**src/rtl/vga_pattern_gen.sv**
```systemverilog
// Test-pattern generator: maps a pixel coordinate to an RGB colour one cycle later.
// Modes are latched at frame start; a bouncing square and a frame counter animate some patterns.
module vga_pattern_gen #(
  parameter int unsigned H_ACTIVE    = 320,
  parameter int unsigned V_ACTIVE    = 240,
  parameter int unsigned COLOR_BITS  = 4,
  parameter int unsigned X_W         = 9,
  parameter int unsigned Y_W         = 9,
  parameter int unsigned SQ_SIZE     = 32,
  parameter int unsigned SQ_STEP     = 1,
  parameter int unsigned FRAME_DIV   = 1,
  parameter int unsigned CHECK_SHIFT = 4,
  parameter int unsigned GRAD_SHIFT  = 4
) (
  input  logic                      i_clk,
  input  logic                      i_rst,
  input  logic [X_W-1:0]            i_pixel_x,
  input  logic [Y_W-1:0]            i_pixel_y,
  input  logic                      i_de,
  input  logic                      i_frame_start,
  input  logic [2:0]                i_mode,
  output logic [3*COLOR_BITS-1:0]   o_pixel_data,
  output logic                      o_de,
  output logic [2:0]                o_mode
);

  typedef enum logic [2:0] {
    ModeBars,
    ModeChecker,
    ModeGradient,
    ModeSquare,
    ModeGrey,
    ModeGrid,
    ModeBorder,
    ModeFlat
  } mode_e;

  // One extra bit on coordinate arithmetic so sums never wrap.
  localparam int unsigned XCmpW  = X_W + 1;
  localparam int unsigned YCmpW  = Y_W + 1;
  localparam int unsigned SqXMax = H_ACTIVE - SQ_SIZE;
  localparam int unsigned SqYMax = V_ACTIVE - SQ_SIZE;
  localparam int unsigned DivW   = (FRAME_DIV > 1) ? $clog2(FRAME_DIV) : 1;
  localparam logic [DivW-1:0] DivLast = DivW'(FRAME_DIV - 1);
  localparam logic [COLOR_BITS-1:0] ChOn = '1;

  mode_e                   mode_q, mode_d;
  logic [7:0]              frame_cnt_q, frame_cnt_d;
  logic [DivW-1:0]         div_cnt_q, div_cnt_d;
  logic [X_W-1:0]          sq_x_q, sq_x_d;
  logic [Y_W-1:0]          sq_y_q, sq_y_d;
  logic                    dir_x_neg_q, dir_x_neg_d;
  logic                    dir_y_neg_q, dir_y_neg_d;
  logic [3*COLOR_BITS-1:0] pix_q, pix_d;
  logic                    de_q;
  logic                    sq_update;

  // Frame-rate state: mode latch, frame counter and square-update divider.
  always_comb begin
    mode_d      = mode_q;
    frame_cnt_d = frame_cnt_q;
    div_cnt_d   = div_cnt_q;
    sq_update   = 1'b0;
    if (i_frame_start) begin
      mode_d      = mode_e'(i_mode);
      frame_cnt_d = frame_cnt_q + 8'd1;
      if (div_cnt_q == DivLast) begin
        div_cnt_d = '0;
        sq_update = 1'b1;
      end else begin
        div_cnt_d = div_cnt_q + DivW'(1);
      end
    end
  end

  logic [XCmpW-1:0] sq_x_wide, sq_x_inc, sq_x_dec;
  logic [YCmpW-1:0] sq_y_wide, sq_y_inc, sq_y_dec;

  // Bounce: clamp to the edge and reverse when the next step would reach or cross it.
  always_comb begin
    sq_x_wide   = XCmpW'(sq_x_q);
    sq_x_inc    = sq_x_wide + XCmpW'(SQ_STEP);
    sq_x_dec    = sq_x_wide - XCmpW'(SQ_STEP);
    sq_y_wide   = YCmpW'(sq_y_q);
    sq_y_inc    = sq_y_wide + YCmpW'(SQ_STEP);
    sq_y_dec    = sq_y_wide - YCmpW'(SQ_STEP);
    sq_x_d      = sq_x_q;
    sq_y_d      = sq_y_q;
    dir_x_neg_d = dir_x_neg_q;
    dir_y_neg_d = dir_y_neg_q;
    if (sq_update) begin
      if (!dir_x_neg_q) begin
        if (sq_x_inc >= XCmpW'(SqXMax)) begin
          sq_x_d      = X_W'(SqXMax);
          dir_x_neg_d = 1'b1;
        end else begin
          sq_x_d = sq_x_inc[X_W-1:0];
        end
      end else begin
        if (sq_x_wide <= XCmpW'(SQ_STEP)) begin
          sq_x_d      = '0;
          dir_x_neg_d = 1'b0;
        end else begin
          sq_x_d = sq_x_dec[X_W-1:0];
        end
      end
      if (!dir_y_neg_q) begin
        if (sq_y_inc >= YCmpW'(SqYMax)) begin
          sq_y_d      = Y_W'(SqYMax);
          dir_y_neg_d = 1'b1;
        end else begin
          sq_y_d = sq_y_inc[Y_W-1:0];
        end
      end else begin
        if (sq_y_wide <= YCmpW'(SQ_STEP)) begin
          sq_y_d      = '0;
          dir_y_neg_d = 1'b0;
        end else begin
          sq_y_d = sq_y_dec[Y_W-1:0];
        end
      end
    end
  end

  logic [XCmpW-1:0]      x_wide;
  logic [YCmpW-1:0]      y_wide;
  logic                  in_range;
  logic                  in_square;
  logic [2:0]            bar;
  logic [COLOR_BITS-1:0] fc_r, fc_g, fc_b;
  logic [COLOR_BITS-1:0] r, g, b;

  always_comb begin
    x_wide    = XCmpW'(i_pixel_x);
    y_wide    = YCmpW'(i_pixel_y);
    in_range  = (x_wide < XCmpW'(H_ACTIVE)) && (y_wide < YCmpW'(V_ACTIVE));
    in_square = (x_wide >= XCmpW'(sq_x_q)) && (x_wide < XCmpW'(sq_x_q) + XCmpW'(SQ_SIZE)) &&
                (y_wide >= YCmpW'(sq_y_q)) && (y_wide < YCmpW'(sq_y_q) + YCmpW'(SQ_SIZE));
    bar = 3'd0;
    for (int unsigned k = 1; k < 8; k++) begin
      if (x_wide >= XCmpW'(k * H_ACTIVE / 8)) begin
        bar = 3'(k);
      end
    end
    // Frame-counter fields left-aligned into each channel.
    fc_r = COLOR_BITS'(frame_cnt_q[7:5]) << (COLOR_BITS - 3);
    fc_g = COLOR_BITS'(frame_cnt_q[4:2]) << (COLOR_BITS - 3);
    fc_b = COLOR_BITS'(frame_cnt_q[1:0]) << (COLOR_BITS - 2);
  end

  always_comb begin
    r = '0;
    g = '0;
    b = '0;
    if (i_de && in_range) begin
      unique case (mode_q)
        ModeBars: begin
          // Bar order white..black maps bar index bits to inverted G/R/B.
          r = {COLOR_BITS{~bar[1]}};
          g = {COLOR_BITS{~bar[2]}};
          b = {COLOR_BITS{~bar[0]}};
        end
        ModeChecker: begin
          if (i_pixel_x[CHECK_SHIFT] ^ i_pixel_y[CHECK_SHIFT]) begin
            r = ChOn;
            g = ChOn;
            b = ChOn;
          end
        end
        ModeGradient: begin
          r = i_pixel_x[GRAD_SHIFT+COLOR_BITS-1:GRAD_SHIFT];
          g = i_pixel_y[GRAD_SHIFT+COLOR_BITS-1:GRAD_SHIFT];
          b = ChOn;
        end
        ModeSquare: begin
          if (in_square) begin
            r = ChOn;
          end else begin
            r = COLOR_BITS'(1);
            g = COLOR_BITS'(1);
            b = COLOR_BITS'(1);
          end
        end
        ModeGrey: begin
          r = i_pixel_x[GRAD_SHIFT+COLOR_BITS-1:GRAD_SHIFT];
          g = i_pixel_x[GRAD_SHIFT+COLOR_BITS-1:GRAD_SHIFT];
          b = i_pixel_x[GRAD_SHIFT+COLOR_BITS-1:GRAD_SHIFT];
        end
        ModeGrid: begin
          if ((i_pixel_x[CHECK_SHIFT-1:0] == '0) || (i_pixel_y[CHECK_SHIFT-1:0] == '0)) begin
            r = ChOn;
            g = ChOn;
            b = ChOn;
          end
        end
        ModeBorder: begin
          if ((x_wide == '0) || (x_wide == XCmpW'(H_ACTIVE - 1)) ||
              (y_wide == '0) || (y_wide == YCmpW'(V_ACTIVE - 1))) begin
            r = ChOn;
            g = ChOn;
            b = ChOn;
          end
        end
        ModeFlat: begin
          r = fc_r;
          g = fc_g;
          b = fc_b;
        end
      endcase
    end
    pix_d = {r, g, b};
  end

  always_ff @(posedge i_clk or posedge i_rst) begin
    if (i_rst) begin
      mode_q      <= ModeBars;
      frame_cnt_q <= '0;
      div_cnt_q   <= '0;
      sq_x_q      <= '0;
      sq_y_q      <= '0;
      dir_x_neg_q <= 1'b0;
      dir_y_neg_q <= 1'b0;
      pix_q       <= '0;
      de_q        <= 1'b0;
    end else begin
      mode_q      <= mode_d;
      frame_cnt_q <= frame_cnt_d;
      div_cnt_q   <= div_cnt_d;
      sq_x_q      <= sq_x_d;
      sq_y_q      <= sq_y_d;
      dir_x_neg_q <= dir_x_neg_d;
      dir_y_neg_q <= dir_y_neg_d;
      pix_q       <= pix_d;
      de_q        <= i_de;
    end
  end

  assign o_pixel_data = pix_q;
  assign o_de         = de_q;
  assign o_mode       = mode_q;

endmodule

```
**config.mk**
```make
export PLATFORM = sky130hd
export DESIGN_NAME = vga_pattern_gen
export DESIGN_NICKNAME = d
export VERILOG_FILES = /design/src/rtl/vga_pattern_gen.sv
export SDC_FILE = /design/constraint.sdc
export NUM_CORES = 1
export LEC_CHECK = 0
export CORE_UTILIZATION = 30
export CTS_CLUSTER_DIAMETER = 200
export DETAILED_ROUTE_END_ITERATION = 10
export PLACE_DENSITY = 0.47
export RECOVER_POWER = 50
export SYNTH_ARGS = -nofsm -noshare
export SYNTH_HDL_FRONTEND = slang
export SYNTH_SLANG_ARGS = --single-unit
```
**constraint.sdc**
```tcl
create_clock -name i_clk -period 3.5 [get_ports i_clk]
set_clock_uncertainty 0.2 [all_clocks]
set_input_delay 0.7 -clock i_clk [delete_from_list [all_inputs] [get_ports i_clk]]
set_output_delay 0.7 -clock i_clk [all_outputs]
set_load 0.1 [all_outputs]
```
==> implementation parameters <==
Parameter                              Value

Logic synthesis
  Synth Area in Compound Gates ... 25.1%
  Count of different cell masters after synthesis ... 72
  Fraction of the mapped netlist area in adder cells ... 12.1%
  Top cells by area in the synthesized netlist ... dfrtp_1 (28%), ha_1 (12%), a21oi_1 (4.4%), o21ai_0 (4.1%), nand2_1 (3.6%)
  Sequential area share after synthesis ... 28.2%
  Synthesis warning total ... 0
  Post-Synthesis Cell Area ... 3910 µm²
  Top-area cell type share of the netlist area ... 28.2%
  Syn_nets ... 548
  Number of enable flip-flop cells after synthesis ... 0
  Register bit count reported by yosys ... 44
  Simple-gate portion of the synthesized area ... 23.4%
  Main combinational cell family by area after synthesis ... compound AO/OA/AOI/OAI gates
  Fraction of synthesized cell area in xor and xnor cells ... 3.81%
  Synth async-reset ratio ... 100%
  Primary flip-flop cell chosen by synthesis mapping ... dfrtp_1
  Per-instance average area after synthesis ... 8.04 µm²
  Cell accounting for the most synthesized area ... dfrtp_1
  Synthesized instance count ... 486
  Mux share of post-synthesis cell area ... 1.12%

Final layout
  Post-route cell area ... 4550 µm²
  Area occupied by multi-input gates ... 2560 µm²
  Nets@finish ... 579
  FILL cells ... 1,330
  Fraction of final layout cells with drive strength greater than 1 ... 6.95%
  Number of antenna diodes ... 0
  Synthesis-to-layout area growth ... 16.5%
  Final standard cell utilization of the core ... 35.9%
  Final Instance Count excl. Fillers ... 690
  Storage element area ... 1100 µm²

Route
  Total via count in the routed design ... 3,810
  Number of remaining DRC errors ... 0
  First-pass iteration count of the detailed router ... 5
  Per-cell routed wire length ... 16.5 µm
  Post-DRT Antenna Nets ... 0
  Total wire length after detailed routing ... 11,400 µm
  DRT iter0 DRCs ... 214
  Via-to-Cell Ratio ... 5.52

Flow run
  Number of max-capacitance violations reported ... 1

Power and ir drop
  IR drop worst, VDD ... 191 µV
  Areal power density over the cells ... 641 nW/µm²
  Leakage power of the design ... 0.00190 µW
  PnR Total Power ... 2920 µW

Clock network
  Count of H-tree levels built during CTS ... 2
  Cell at the root of the clock tree ... clkbuf_16
  Post-CTS Resized ... 0
  Source-to-sink clock delay at the later pin of the worst-skew pair ... 0.30 ns
  Clock transition at path regs ... 0.08 ns
  Number of buffers inserted for hold repair after clock tree synthesis ... 0
  Clock buffers created by TritonCTS ... 5
  Post-CTS setup repair buffer count ... 0
  TritonCTS clock tree ... built
  Number of clock sinks ... 44
  Maximum clock path buffer count ... 2

Floorplan
  Die height ... 116 µm
  Total I/O pin count ... 41
  Core Box Area ... 12,700 µm²
  Die boundary width ... 116 µm
  Die Outline Area ... 13,500 µm²
  Standard-cell row count ... 41
  Starting density of the core ... 30.8%

Worst setup path
  Endpoint kind of the worst setup timing path ... register
  Max FO, Critical Path ... 12
  Reg-to-Reg Start ... sq_x_q[5]$_DFFE_PP0P_
  Worst Setup EP ... o_pixel_data[4]$_DFF_PP0_
  Worst EP arrival ... 2.85 ns
  Element type at the critical path start ... register
  Required arrival time at the worst endpoint ... 3.45 ns
  FF-to-FF path depth ... 10
  Worst reg2reg path endpoint ... o_pixel_data[4]$_DFF_PP0_
  Crit. Startpoint ... sq_x_q[5]$_DFFE_PP0P_
  Type of the worst setup path ... register to register
  Flop-to-flop setup slack ... 0.59 ns

Global routing
  Number of antenna violations at the first check in global routing ... 0
  Number of global-route vias before repair ... 3,599
  Total congestion overflow after global routing ... 0
  Global-route total usage across every layer ... 17.7%
  Pin count of the biggest net entering global routing ... 45
  Global-route wire length before repair ... 18,700 µm

Worst hold path
  Hold Path Class ... register to register

STA
  RSZ-0062 raised after global routing ... no
  Final Critical Period ... 2.91 ns
  Number of max-slew violations in the final report ... 45
  Transition time of the tightest slew-check pin ... 1.77 ns
  Maximum operating frequency ... 344 MHz
  Setup-failing EPs final ... 0
  Total count of hold-check failures in the final report ... 0
  Worst relative slew slack ... -18.4%
  Post-route fraction of the period consumed by the critical path ... 83.1%
  Final sum of negative setup slack ... 0 ns

Placement
  GP Congestion ... 0.889
  Count of placed standard cells including taps ... 682
  Sum of net half-perimeters after detailed placement ... 8720 µm
  IO buf count ... 40
  Instance area at placement ... 4430 µm²

Status
  Violations in the final reports ... capacitance limit, slew limit
  Run status ... finished, violations left
per-stage QoR:
stage,worst slack [ns],hold slack [ns]
after floorplan,0.955,0.246
after global placement,0.326,0.266
after detailed placement,0.328,0.282
after CTS,0.619,0.294
after global routing,0.426,0.332
final,0.593,0.289
cells in the mapped netlist (3+ instances only):
master,number
nand4_1,10
nand3_1,24
o31ai_1,8
nand2_1,37
xnor2_1,13
xor2_1,4
nand2b_1,7
a2111oi_0,4
buf_2,5
o21ai_0,32
a21oi_1,34
nor2_1,32
o22ai_1,5
nor2b_1,4
nor3_1,20
a31oi_1,8
clkbuf_1,15
o21ai_1,3
dfrtp_1,44
a22oi_1,4
o211ai_1,4
or4_1,5
and3_1,9
a22o_1,5
a211o_1,3
nor3b_1,3
a41oi_1,3
mux2_2,3
nor4_1,4
or3_1,4
and2_1,3
a211oi_1,5
ha_1,37
nand3b_1,3
inv_1,34
power by group:
| part | internal, µW | switching (µW) |
|---|---|---|
| Combinational | 567 | 837 |
| Sequential | 649 | 297 |
| Clock | 340 | 227 |
| Total | 1560 | 1360 |
critical path: stages, from the launching register on:
cell and delay, ns:
dfrtp_1 0.59, inv_1 0.20, ha_1 0.33, inv_1 0.04, ha_1 0.26, nand3_1 0.07
a211o_1 0.10, a31oi_1 0.05, a211o_1 0.26, o41ai_1 0.51, a21oi_1 0.14
state kept, by name, summed over array words and instances, names as in the netlist:
| signal | flops |
|---|---|
| o_de | 1 |
| frame_cnt_q | 8 |
| sq_y_q | 9 |
| sq_x_q | 9 |
| dir_y_neg_q | 1 |
| dir_x_neg_q | 1 |
| o_mode | 3 |
| o_pixel_data | 12 |
kinds of logic (layout without fill, tap and decap cells):
kind of cell | count (synthesis) | in the layout
compound gates | 146 | 146
xor+xnor | 17 | 17
mux | 4 | 4
flops | 44 | 44
fa+ha+maj | 38 | 38
buf+inv | 60 | 92
simple gates | 177 | 177
per-layer routing:
metal	global-route usage, %	vias to the layer above	part of all wire (%)
met5	0	-	0
met1	23.1	1818	47
met2	29.7	111	47
met3	2.59	18	3.9
met4	6.32	0	2.1
li1	-	1863	-
worst min path at each step:
stage | cells after the start | to | slack [ns] | from
2_1_floorplan | 1 | frame_cnt_q[7]$_DFFE_PP0P_ | 0.25 | frame_cnt_q[7]$_DFFE_PP0P_
3_3_place_gp | 1 | frame_cnt_q[7]$_DFFE_PP0P_ | 0.27 | frame_cnt_q[7]$_DFFE_PP0P_
3_5_place_dp | 1 | frame_cnt_q[7]$_DFFE_PP0P_ | 0.28 | frame_cnt_q[7]$_DFFE_PP0P_
4_1_cts | 1 | frame_cnt_q[7]$_DFFE_PP0P_ | 0.29 | frame_cnt_q[7]$_DFFE_PP0P_
5_1_grt | 1 | frame_cnt_q[7]$_DFFE_PP0P_ | 0.33 | frame_cnt_q[7]$_DFFE_PP0P_
6_report | 1 | frame_cnt_q[7]$_DFFE_PP0P_ | 0.29 | frame_cnt_q[7]$_DFFE_PP0P_
cell usage in the layout (no fill, tap or decap), types with 7 or more instances in the layout:
cell and count:
o31ai_1 8, o21ai_0 32, dfrtp_1 44, nor3_1 20
nor2_1 32, clkbuf_1 13, nand4_1 10, inv_1 34
xnor2_1 13, a21oi_1 34, and3_1 9, clkdlybuf4s50_1 21
buf_4 10, nand3_1 24, nand2_1 37, a31oi_1 8
nand2b_1 7, ha_1 37
area by class of cell:
cell class,instances,area share [%]
Multi-Input combinational cell,382,56.2
Sequential cell,44,24.2
Timing Repair Buffer,47,8.00
Tap cell,172,4.73
Inverter,37,3.05
Clock buffer,5,2.75
Clock inverter,3,1.04
No activity file was read; power rests on OpenSTA's default activity.
